$ cat config.mk
export PLATFORM = sky130hd
export DESIGN_NAME = answer_check_flat
export DESIGN_NICKNAME = d
export VERILOG_FILES = /design/src/rtl/answer_check_if.sv /design/src/rtl/answer_check.sv /design/src/flat_wrapper.sv
export SDC_FILE = /design/constraint.sdc
export NUM_CORES = 1
export LEC_CHECK = 0
export CORE_AREA = 2 2 67 69
export DETAILED_ROUTE_END_ITERATION = 8
export DIE_AREA = 0 0 69 71
export GPL_TIMING_DRIVEN = 0
export PLACE_DENSITY_LB_ADDON = 0.1
export SYNTH_ARGS = -nofsm -noshare
export SYNTH_HDL_FRONTEND = slang
export SYNTH_SLANG_ARGS = --single-unit
$ cat constraint.sdc
create_clock -name clk -period 1.87 [get_ports clk]
set_input_delay 0.2805 -clock clk [delete_from_list [all_inputs] [get_ports clk]]
set_output_delay 0.2805 -clock clk [all_outputs]
set_load 0.01 [all_outputs]
$ cat src/rtl/answer_check_if.sv
// Keypad/secret inputs and entry/result outputs of answer_check, bundled.
// The locked signal exists only when LOCKOUT_EN is defined.
interface answer_check_if #(
  parameter int DIGITS = 4
);
  logic                  key_valid;
  logic [3:0]            key_code;
  logic [4*DIGITS-1:0]   secret;
  logic [4*DIGITS-1:0]   entry;
  logic [3:0]            digit_cnt;
  logic                  wrong;
  logic [3:0]            wrong_cnt;
  logic                  pass;
  logic                  fail;
`ifdef LOCKOUT_EN
  logic                  locked;
`endif

  modport master (
    output key_valid, key_code, secret,
    input  entry, digit_cnt, wrong, wrong_cnt, pass, fail
`ifdef LOCKOUT_EN
    , input locked
`endif
  );

  modport slave (
    input  key_valid, key_code, secret,
    output entry, digit_cnt, wrong, wrong_cnt, pass, fail
`ifdef LOCKOUT_EN
    , output locked
`endif
  );
endinterface

$ cat src/rtl/answer_check.sv
// Keypad code checker: collects BCD digits, compares against secret, emits wrong strobe/count,
// sticky pass/fail. Define LOCKOUT_EN to add a post-miss LOCK state with a cycle counter.
module answer_check #(
  parameter int DIGITS      = 4,
  parameter int MAX_TRIES   = 10,
  parameter int LOCK_CYCLES = 50_000_000
) (
  input  logic           clk,
  input  logic           reset,
  answer_check_if.slave  bus
);

  localparam int         ENTRY_W   = 4 * DIGITS;
  localparam logic [3:0] LAST_IDX  = 4'(DIGITS - 1);
  localparam logic [3:0] TRY_LIMIT = 4'(MAX_TRIES);

  generate
    if (DIGITS < 1 || DIGITS > 8 || MAX_TRIES < 1 || MAX_TRIES > 15 || LOCK_CYCLES < 1) begin : g_bad_cfg
      $error("answer_check: parameter out of range");
    end
  endgenerate

  typedef enum logic [2:0] {
    S_ENTRY = 3'd0,
    S_CHECK = 3'd1,
    S_PASS  = 3'd2,
    S_FAIL  = 3'd3
`ifdef LOCKOUT_EN
    , S_LOCK = 3'd4
`endif
  } state_t;

  function automatic logic [3:0] sat_inc(input logic [3:0] v);
    return (v == 4'hF) ? v : v + 4'd1;
  endfunction

  state_t               state, state_nxt;
  logic [ENTRY_W-1:0]   entry_q, entry_next;
  logic [3:0]           digit_cnt_q;
  logic                 wrong_q;
  logic [3:0]           wrong_cnt_q;
  logic                 pass_q;
  logic                 fail_q;

  logic                 key_digit, key_clear;
  logic                 code_match, limit_hit;
  logic [3:0]           wrong_cnt_inc;
  logic                 shift_en, clear_en, miss, hit;

  assign key_digit     = bus.key_valid && (bus.key_code <= 4'd9);
  assign key_clear     = bus.key_valid && (bus.key_code == 4'hA);
  assign code_match    = (entry_q == bus.secret);
  assign wrong_cnt_inc = sat_inc(wrong_cnt_q);
  assign limit_hit     = (wrong_cnt_inc == TRY_LIMIT);

  generate
    if (DIGITS == 1) begin : g_shift_one
      assign entry_next = bus.key_code;
    end else begin : g_shift_many
      assign entry_next = {entry_q[ENTRY_W-5:0], bus.key_code};
    end
  endgenerate

`ifdef LOCKOUT_EN
  logic [31:0] lock_cnt;
  logic        lock_done;
  logic        lock_load;

  assign lock_done = (lock_cnt == 32'd0);
  assign lock_load = miss && !limit_hit;

  // Loaded on the wrong-strobe edge so ENTRY resumes LOCK_CYCLES edges later
  always_ff @(posedge clk or posedge reset) begin
    if (reset) begin
      lock_cnt <= 32'd0;
    end else if (lock_load) begin
      lock_cnt <= 32'(LOCK_CYCLES - 1);
    end else if (state == S_LOCK && !lock_done) begin
      lock_cnt <= lock_cnt - 32'd1;
    end
  end

  assign bus.locked = (state == S_LOCK);
`endif

  // State register
  always_ff @(posedge clk or posedge reset) begin
    if (reset) begin
      state <= S_ENTRY;
    end else begin
      state <= state_nxt;
    end
  end

  // Next-state logic
  always_comb begin
    state_nxt = state;
    case (state)
      S_ENTRY: begin
        if (key_digit && digit_cnt_q == LAST_IDX) begin
          state_nxt = S_CHECK;
        end
      end
      S_CHECK: begin
        if (code_match) begin
          state_nxt = S_PASS;
        end else if (limit_hit) begin
          state_nxt = S_FAIL;
        end else begin
`ifdef LOCKOUT_EN
          state_nxt = S_LOCK;
`else
          state_nxt = S_ENTRY;
`endif
        end
      end
`ifdef LOCKOUT_EN
      S_LOCK: begin
        if (lock_done) begin
          state_nxt = S_ENTRY;
        end
      end
`endif
      default: state_nxt = state;
    endcase
  end

  // Per-state action decode; PASS, FAIL and LOCK take no actions
  always_comb begin
    shift_en = 1'b0;
    clear_en = 1'b0;
    miss     = 1'b0;
    hit      = 1'b0;
    case (state)
      S_ENTRY: begin
        shift_en = key_digit;
        clear_en = key_clear;
      end
      S_CHECK: begin
        hit  = code_match;
        miss = !code_match;
      end
      default: ;
    endcase
  end

  // Registered outputs; wrong is a clean one-cycle pulse from a flop
  always_ff @(posedge clk or posedge reset) begin
    if (reset) begin
      entry_q     <= '0;
      digit_cnt_q <= 4'd0;
      wrong_q     <= 1'b0;
      wrong_cnt_q <= 4'd0;
      pass_q      <= 1'b0;
      fail_q      <= 1'b0;
    end else begin
      wrong_q <= miss;
      if (shift_en) begin
        entry_q     <= entry_next;
        digit_cnt_q <= digit_cnt_q + 4'd1;
      end else if (clear_en || miss) begin
        entry_q     <= '0;
        digit_cnt_q <= 4'd0;
      end
      if (miss) begin
        wrong_cnt_q <= wrong_cnt_inc;
        if (limit_hit) begin
          fail_q <= 1'b1;
        end
      end
      if (hit) begin
        pass_q <= 1'b1;
      end
    end
  end

  assign bus.entry     = entry_q;
  assign bus.digit_cnt = digit_cnt_q;
  assign bus.wrong     = wrong_q;
  assign bus.wrong_cnt = wrong_cnt_q;
  assign bus.pass      = pass_q;
  assign bus.fail      = fail_q;

endmodule

$ cat src/flat_wrapper.sv
// flat-port wrapper written by rule: the top's interface ports become plain ports
module answer_check_flat 
#(
  parameter int DIGITS      = 4,
  parameter int MAX_TRIES   = 10,
  parameter int LOCK_CYCLES = 50_000_000
)
  (clk, reset, bus_key_valid, bus_key_code, bus_secret, bus_entry, bus_digit_cnt, bus_wrong, bus_wrong_cnt, bus_pass, bus_fail);
  answer_check_if #(.DIGITS(DIGITS)) bus_i ();
  input  logic clk;
  input  logic reset;
  input wire logic [$bits(bus_i.key_valid)-1:0] bus_key_valid;
  input wire logic [$bits(bus_i.key_code)-1:0] bus_key_code;
  input wire logic [$bits(bus_i.secret)-1:0] bus_secret;
  output wire logic [$bits(bus_i.entry)-1:0] bus_entry;
  output wire logic [$bits(bus_i.digit_cnt)-1:0] bus_digit_cnt;
  output wire logic [$bits(bus_i.wrong)-1:0] bus_wrong;
  output wire logic [$bits(bus_i.wrong_cnt)-1:0] bus_wrong_cnt;
  output wire logic [$bits(bus_i.pass)-1:0] bus_pass;
  output wire logic [$bits(bus_i.fail)-1:0] bus_fail;
  assign bus_i.key_valid = bus_key_valid;
  assign bus_i.key_code = bus_key_code;
  assign bus_i.secret = bus_secret;
  assign bus_entry = bus_i.entry;
  assign bus_digit_cnt = bus_i.digit_cnt;
  assign bus_wrong = bus_i.wrong;
  assign bus_wrong_cnt = bus_i.wrong_cnt;
  assign bus_pass = bus_i.pass;
  assign bus_fail = bus_i.fail;
  answer_check #(.DIGITS(DIGITS), .MAX_TRIES(MAX_TRIES), .LOCK_CYCLES(LOCK_CYCLES)) u_core (.clk(clk), .reset(reset), .bus(bus_i));
endmodule
# Word level (Yosys, flattened, before mapping)
# Cells that the tools add are included.
totals:
  ff_bits: 30
  latch_bits: 0
  rom_bits: 0
  n_memories: 0
  input_bits: 23
  mem_bits_rw: 0
  output_inout_bits: 27
  elab_cells: 40
op_classes:
  add_sub_neg: 2
  n_eq_ne: 7
  n_mul: 0
  shifts: 0
  div: 0
  bitwise_logic: 0
  mux: 13
  reduce_logical: 10
  n_lt_le_gt_ge: 1
op_table:
  columns: ["op", "n"]
  rows:
  - ["16-bit 2-to-1 mux", 2]
  - ["16-bit == test", 1]
  - ["4-bit == test, second input constant", 3]
  - ["4-bit 2-to-1 mux", 3]
  - ["4-bit by 1-bit adder with 4-bit output, second input constant", 2]
  - ["3-bit 2-to-1 mux", 2]
  - ["3-bit one-hot mux with 2 select lines", 1]
  - ["4-bit by 2-bit == test with 1-bit output, second input constant", 1]
  - ["4-bit less-or-equal comparator, second input constant", 1]
  - ["1-bit 2-to-1 mux", 4]
  - ["2-bit AND reduction", 2]
  - ["2-bit nonzero test", 2]
  - ["3-bit by 1-bit == test with 1-bit output, second input constant", 1]
  - ["1-bit logical AND", 3]
  - ["3-bit logical NOT", 1]
  - ["2-bit 2-to-1 mux", 1]
  - ["2-bit by 1-bit != test with 1-bit output, second input constant", 1]
  - ["1-bit logical NOT", 1]
  - ["1-bit logical OR", 1]

# Depth between registers and ports, before layout
depth:
  word_depth: 6
  mapped_depth: 6
  mapped_depth_nobuf: 6

# Worst setup path before layout
# OpenSTA, ideal clock, no wires.
synth_path:
  path_type: "reg2reg"
  start: "reg u_core.entry_q[9] (netlist: u_core.bus.entry[9])"
  end: "reg u_core.wrong_cnt_q[2] (netlist: u_core.bus.wrong_cnt[2])"
  period_less_slack_ps: 1739
  stages_incl_launch_ff: 6
  setup_ps: 125
  slack_ps: 131
  arrival_ps: 1614
  required_time_ps: 1745
  n_path_buf: 0
  path_cell_list: "dfrtp_1 > xor2_1 > nor4_1 > nand4_1 > and3_1 > mux2_4"
synth_between:
  elab_chain_len: 3
synth_rtl:
  columns: ["item", "line", "source"]
  rows:
  - ["from (decl)", "answer_check.sv:38", "logic [ENTRY_W-1:0] entry_q, entry_next;"]
  - ["from (signal assigned)", "answer_check.sv:159", "entry_q <= entry_next;"]
  - ["16-bit == test", "answer_check.sv:52", "assign code_match = (entry_q == bus.secret);"]
  - ["1-bit logical NOT", "answer_check.sv:141", "miss = !code_match;"]
  - ["1-bit 2-to-1 mux", "answer_check.sv:134", "case (state)"]
  - ["to (signal assigned)", "answer_check.sv:166", "wrong_cnt_q <= wrong_cnt_inc;"]
  - ["to (decl)", "answer_check.sv:41", "logic [3:0] wrong_cnt_q;"]
# No other way between the ends.
# A chain may end at the register's enable or synchronous reset.

# Final worst setup path
layout_path:
  start: "reg u_core.entry_q[5] (netlist: u_core.bus.entry[5])"
  end: "reg u_core.entry_q[2] (netlist: u_core.bus.entry[2])"
layout_between:
  elab_chain_len: 5
layout_rtl:
  columns: ["item", "line", "source"]
  rows:
  - ["16-bit == test", "answer_check.sv:52", null]
  - ["1-bit logical NOT", "answer_check.sv:141", null]
  - ["1-bit 2-to-1 mux", "answer_check.sv:134", null]
  - ["1-bit logical OR", "answer_check.sv:161", "end else if (clear_en || miss) begin"]
  - ["2-bit nonzero test (no source line)", null, null]
# No other way between the ends.

==> results by group <==
Routing
  • DR vias/cell: 5.026
  • DRT Pass-1 Iters: 4
  • Routed Antenna Nets: 0
  • Remaining DRCs: 0
  • Vias: 1146
  • DRT Wirelength: 3601 um
  • DR iter-0 viols: 32
  • Routed len/inst: 15.79 um

CTS
  • CTS Sinks: 29
  • Clock transition at the registers of the reported paths: 60 ps
  • Root Buffer Master: clkbuf_8
  • CTS tree: yes
  • Cts bufs inserted: 5
  • Hold-fix buffers, CTS: 0
  • Clock Latency Late Sink: 280 ps
  • H-tree levels: 2
  • Max Root-Sink Buffers: 2

Placement
  • Cells after DPL: 213
  • Placer Congestion: 0.8357
  • Post-detail-place hpwl: 2514 um
  • IO buf count: 49

Timing
  • Clk_skew: 4.293 ps
  • Max Slew Vio Count: 0
  • Fmax: 546.2 MHz
  • Tcrit/Tclk final: 97.90%
  • Worst rel slew slack: 24.93%
  • Period minus WS final: 1831 ps
  • Actual slew at the worst max-slew pin: 1125 ps
  • TNS Setup: 0 ps
  • Setup violators final: 0
  • Final Hold Viols: 0
  • Unrepaired setup endpoints after global routing: true

Die
  • Cell Rows: 24
  • Starting density of the core: 33.13%
  • Die Area: 4899 um2
  • Core area: 4204 um2
  • Die height: 71 um
  • Chip width: 69 um
  • Ports: 50

Run status
  • Status: finished, final reports clean

Logic synthesis
  • YS warnings: 0
  • EDFF count, synth: 0
  • Part of the Yosys area used for sequential elements: 52.11%
  • Library cells used by synthesis: 30
  • FFs w/ async S/R, synth: 100.0%
  • Syn nets: 138
  • Mapped Avg Cell Area: 12.43 um2
  • Top cells by area, synth: dfrtp_1 (52%), a22o_1 (12%), xor2_1 (11%)
  • Post-synthesis register bit count: 29
  • Synth top area share: 52.11%
  • Mapped Cells: 112
  • Post-Syn Area: 1393 um2
  • Top_reg_cell synth: dfrtp_1
  • Yosys top cell by area: dfrtp_1

Power
  • Pwr dens: 1213 nW/um2
  • Lkg Pwr: 1.008 nW
  • Worst vdd ir: 0.5382 mV

Setup path
  • Crit path max-delay cell type: dfrtp_1
  • Critical Path Fanout Max: 5
  • R2R Setup Slk: 40 ps
  • Critical path endpoint category: flop
  • Cells along the critical path: xor2_1 -> nor4_2 -> nand4_1 -> buf_6 -> a32oi_4 -> buf_4 -> a22o_1
  • Crit path to: u_core.bus.entry[2]
  • RR Startpoint: u_core.bus.entry[5]
  • Critical R2R Capture: u_core.bus.entry[2]
  • Worst path max stage delay: 420 ps
  • Worst EP arrival: 2050 ps
  • Reg2Reg Depth: 7
  • Worst Setup SP: u_core.bus.entry[5]
  • Critical path class: flop to flop
  • Req. time, crit path: 2080 ps
  • Worst setup SP type: flop

Final layout
  • Multi-input gate area: 679.4 um2
  • Fill cells: 387
  • Layout Utilization: 51.28%
  • Sequential Area: 728.2 um2
  • Antenna diodes: 0
  • Area Overhead vs Synth: 54.81%
  • Finished Layout Cells: 228
  • Final Net Count: 202
  • Layout cells sized above 1: 15.91%

Global route
  • Vias in the first global route: 1159
  • GRT overflow: 0
  • First-pass GRT wire length: 5837 um
  • Largest net degree at the start of global routing: 30
  • Total Routing Usage GR: 15.26%
  • Initial antenna violation count: 0

Min path
  • Hold Crit Depth: 1
  • Hold/Removal Path Class: flop to flop

Run
  • Max Cap Viol: 0
-- worst max-delay path, delay by kind of cell (launching register included) --
| kind | cells | cell delay, ps |
|---|---|---|
| and+or+nand+nor | 2 | 470 |
| xor gates and xnor gates | 1 | 180 |
| AOI/OAI and AO/OA | 2 | 340 |
| buffers and inverters | 2 | 350 |
| DFF | 1 | 420 |
-- Yosys cell counts, types with 2 or more instances --
cell type,instances
dfrtp_1,29
a22o_1,19
xor2_1,18
and3_1,4
nand2b_1,4
ha_1,3
nand2_1,3
nand3_1,3
nor4_1,3
a21o_1,2
buf_6,2
clkbuf_1,2
inv_1,2
nor2_1,2
-- through the flow --
step | total power, W | worst slack (ps) | hold slack [ps] | area, um2
after floorplan | 0.001487 | 130.9 | 358.6 | 1393
after global placement | 0.001993 | -451.5 | 444.7 | 1948
after detailed placement | 0.002009 | -479.9 | 445.9 | 1948
after CTS | 0.002574 | 11.42 | 463.2 | 2087
after global routing | 0.002780 | -90.51 | 474.5 | 2156
final | 0.002616 | 39.20 | 459.4 | 2156
-- cells in the final DEF (no fill, tap or decap), drive strengths merged, types with 2 or more instances in the layout --
cell type and instances:
nand2b 4, buf 10, dlymetal6s2s 2, mux2 3
a21o 2, nand3 3, dfrtp 29, nor2 2
a22o 19, xor2 18, a32oi 2, clkdlybuf4s50 47
inv 2, clkbuf 9, ha 3, nand2 3
and3 4, nor4 4
-- layout make-up --
cell class | count | share of cell area (%)
well taps | 52 | 3.018
repair buffers | 57 | 25.94
multi-input cells | 77 | 31.51
inverters | 2 | 0.3482
plain buffers | 4 | 1.393
clock buffers | 7 | 4.005
flip-flops and latches | 29 | 33.78
-- power breakdown --
part / internal, W / switching [W] / total, W
registers: 0.000806 / 0.000219 / 0.00102
logic: 0.000653 / 0.000425 / 0.00108
clock network: 0.000291 / 0.000223 / 0.000514
total: 0.00175 / 0.000867 / 0.00262
-- cell families (layout without fill, tap and decap cells) --
logic type                 Yosys count  after routing  synth area share [%]
xor gates and xnor gates            19             19                 11.95
adders and majority gates            3              3                 2.696
buffers and inverters                6             70                 2.696
DFF                                 29             29                 52.11
AOI/OAI and AO/OA                   26             26                 16.26
muxes                                4              4                 3.414
and+or+nand+nor                     25             25                 10.87
-- worst min-delay path by stage --
stage	end	from
global route	u_core.bus.pass	u_core.bus.pass
global placement	u_core.bus.pass	u_core.bus.pass
floorplan	asynchronous set/reset pin	reset
CTS	u_core.bus.pass	u_core.bus.pass
finish	u_core.bus.pass	u_core.bus.pass
detailed placement	u_core.bus.pass	u_core.bus.pass
-- registers in the layout (all words and copies together), names as in the netlist, named ones only --
name	cells
u_core.bus.digit_cnt	4
u_core.bus.fail	1
u_core.state	2
u_core.bus.wrong	1
u_core.bus.pass	1
u_core.bus.wrong_cnt	3
u_core.bus.entry	16
-- per-layer routing --
| layer | global-route usage (%) | up-vias | wire [um] |
|---|---|---|---|
| met1 | 20.89 | 558 | 1667 |
| met2 | 23.29 | 42 | 1675 |
| met4 | 6.536 | 0 | 71 |
| met3 | 3.561 | 7 | 186 |
| li1 | - | 539 | - |
| met5 | 0 | - | 0 |
-- timing repair --
item,4_1_cts,5_1_grt
buffers inserted,2,4
endpoints found under the hold margin,0,0
gates cloned,1,1
endpoints found under the setup margin,23,21
resized for setup,5,9
pin swaps,2,3
Power figures use the tool's default switching activity.
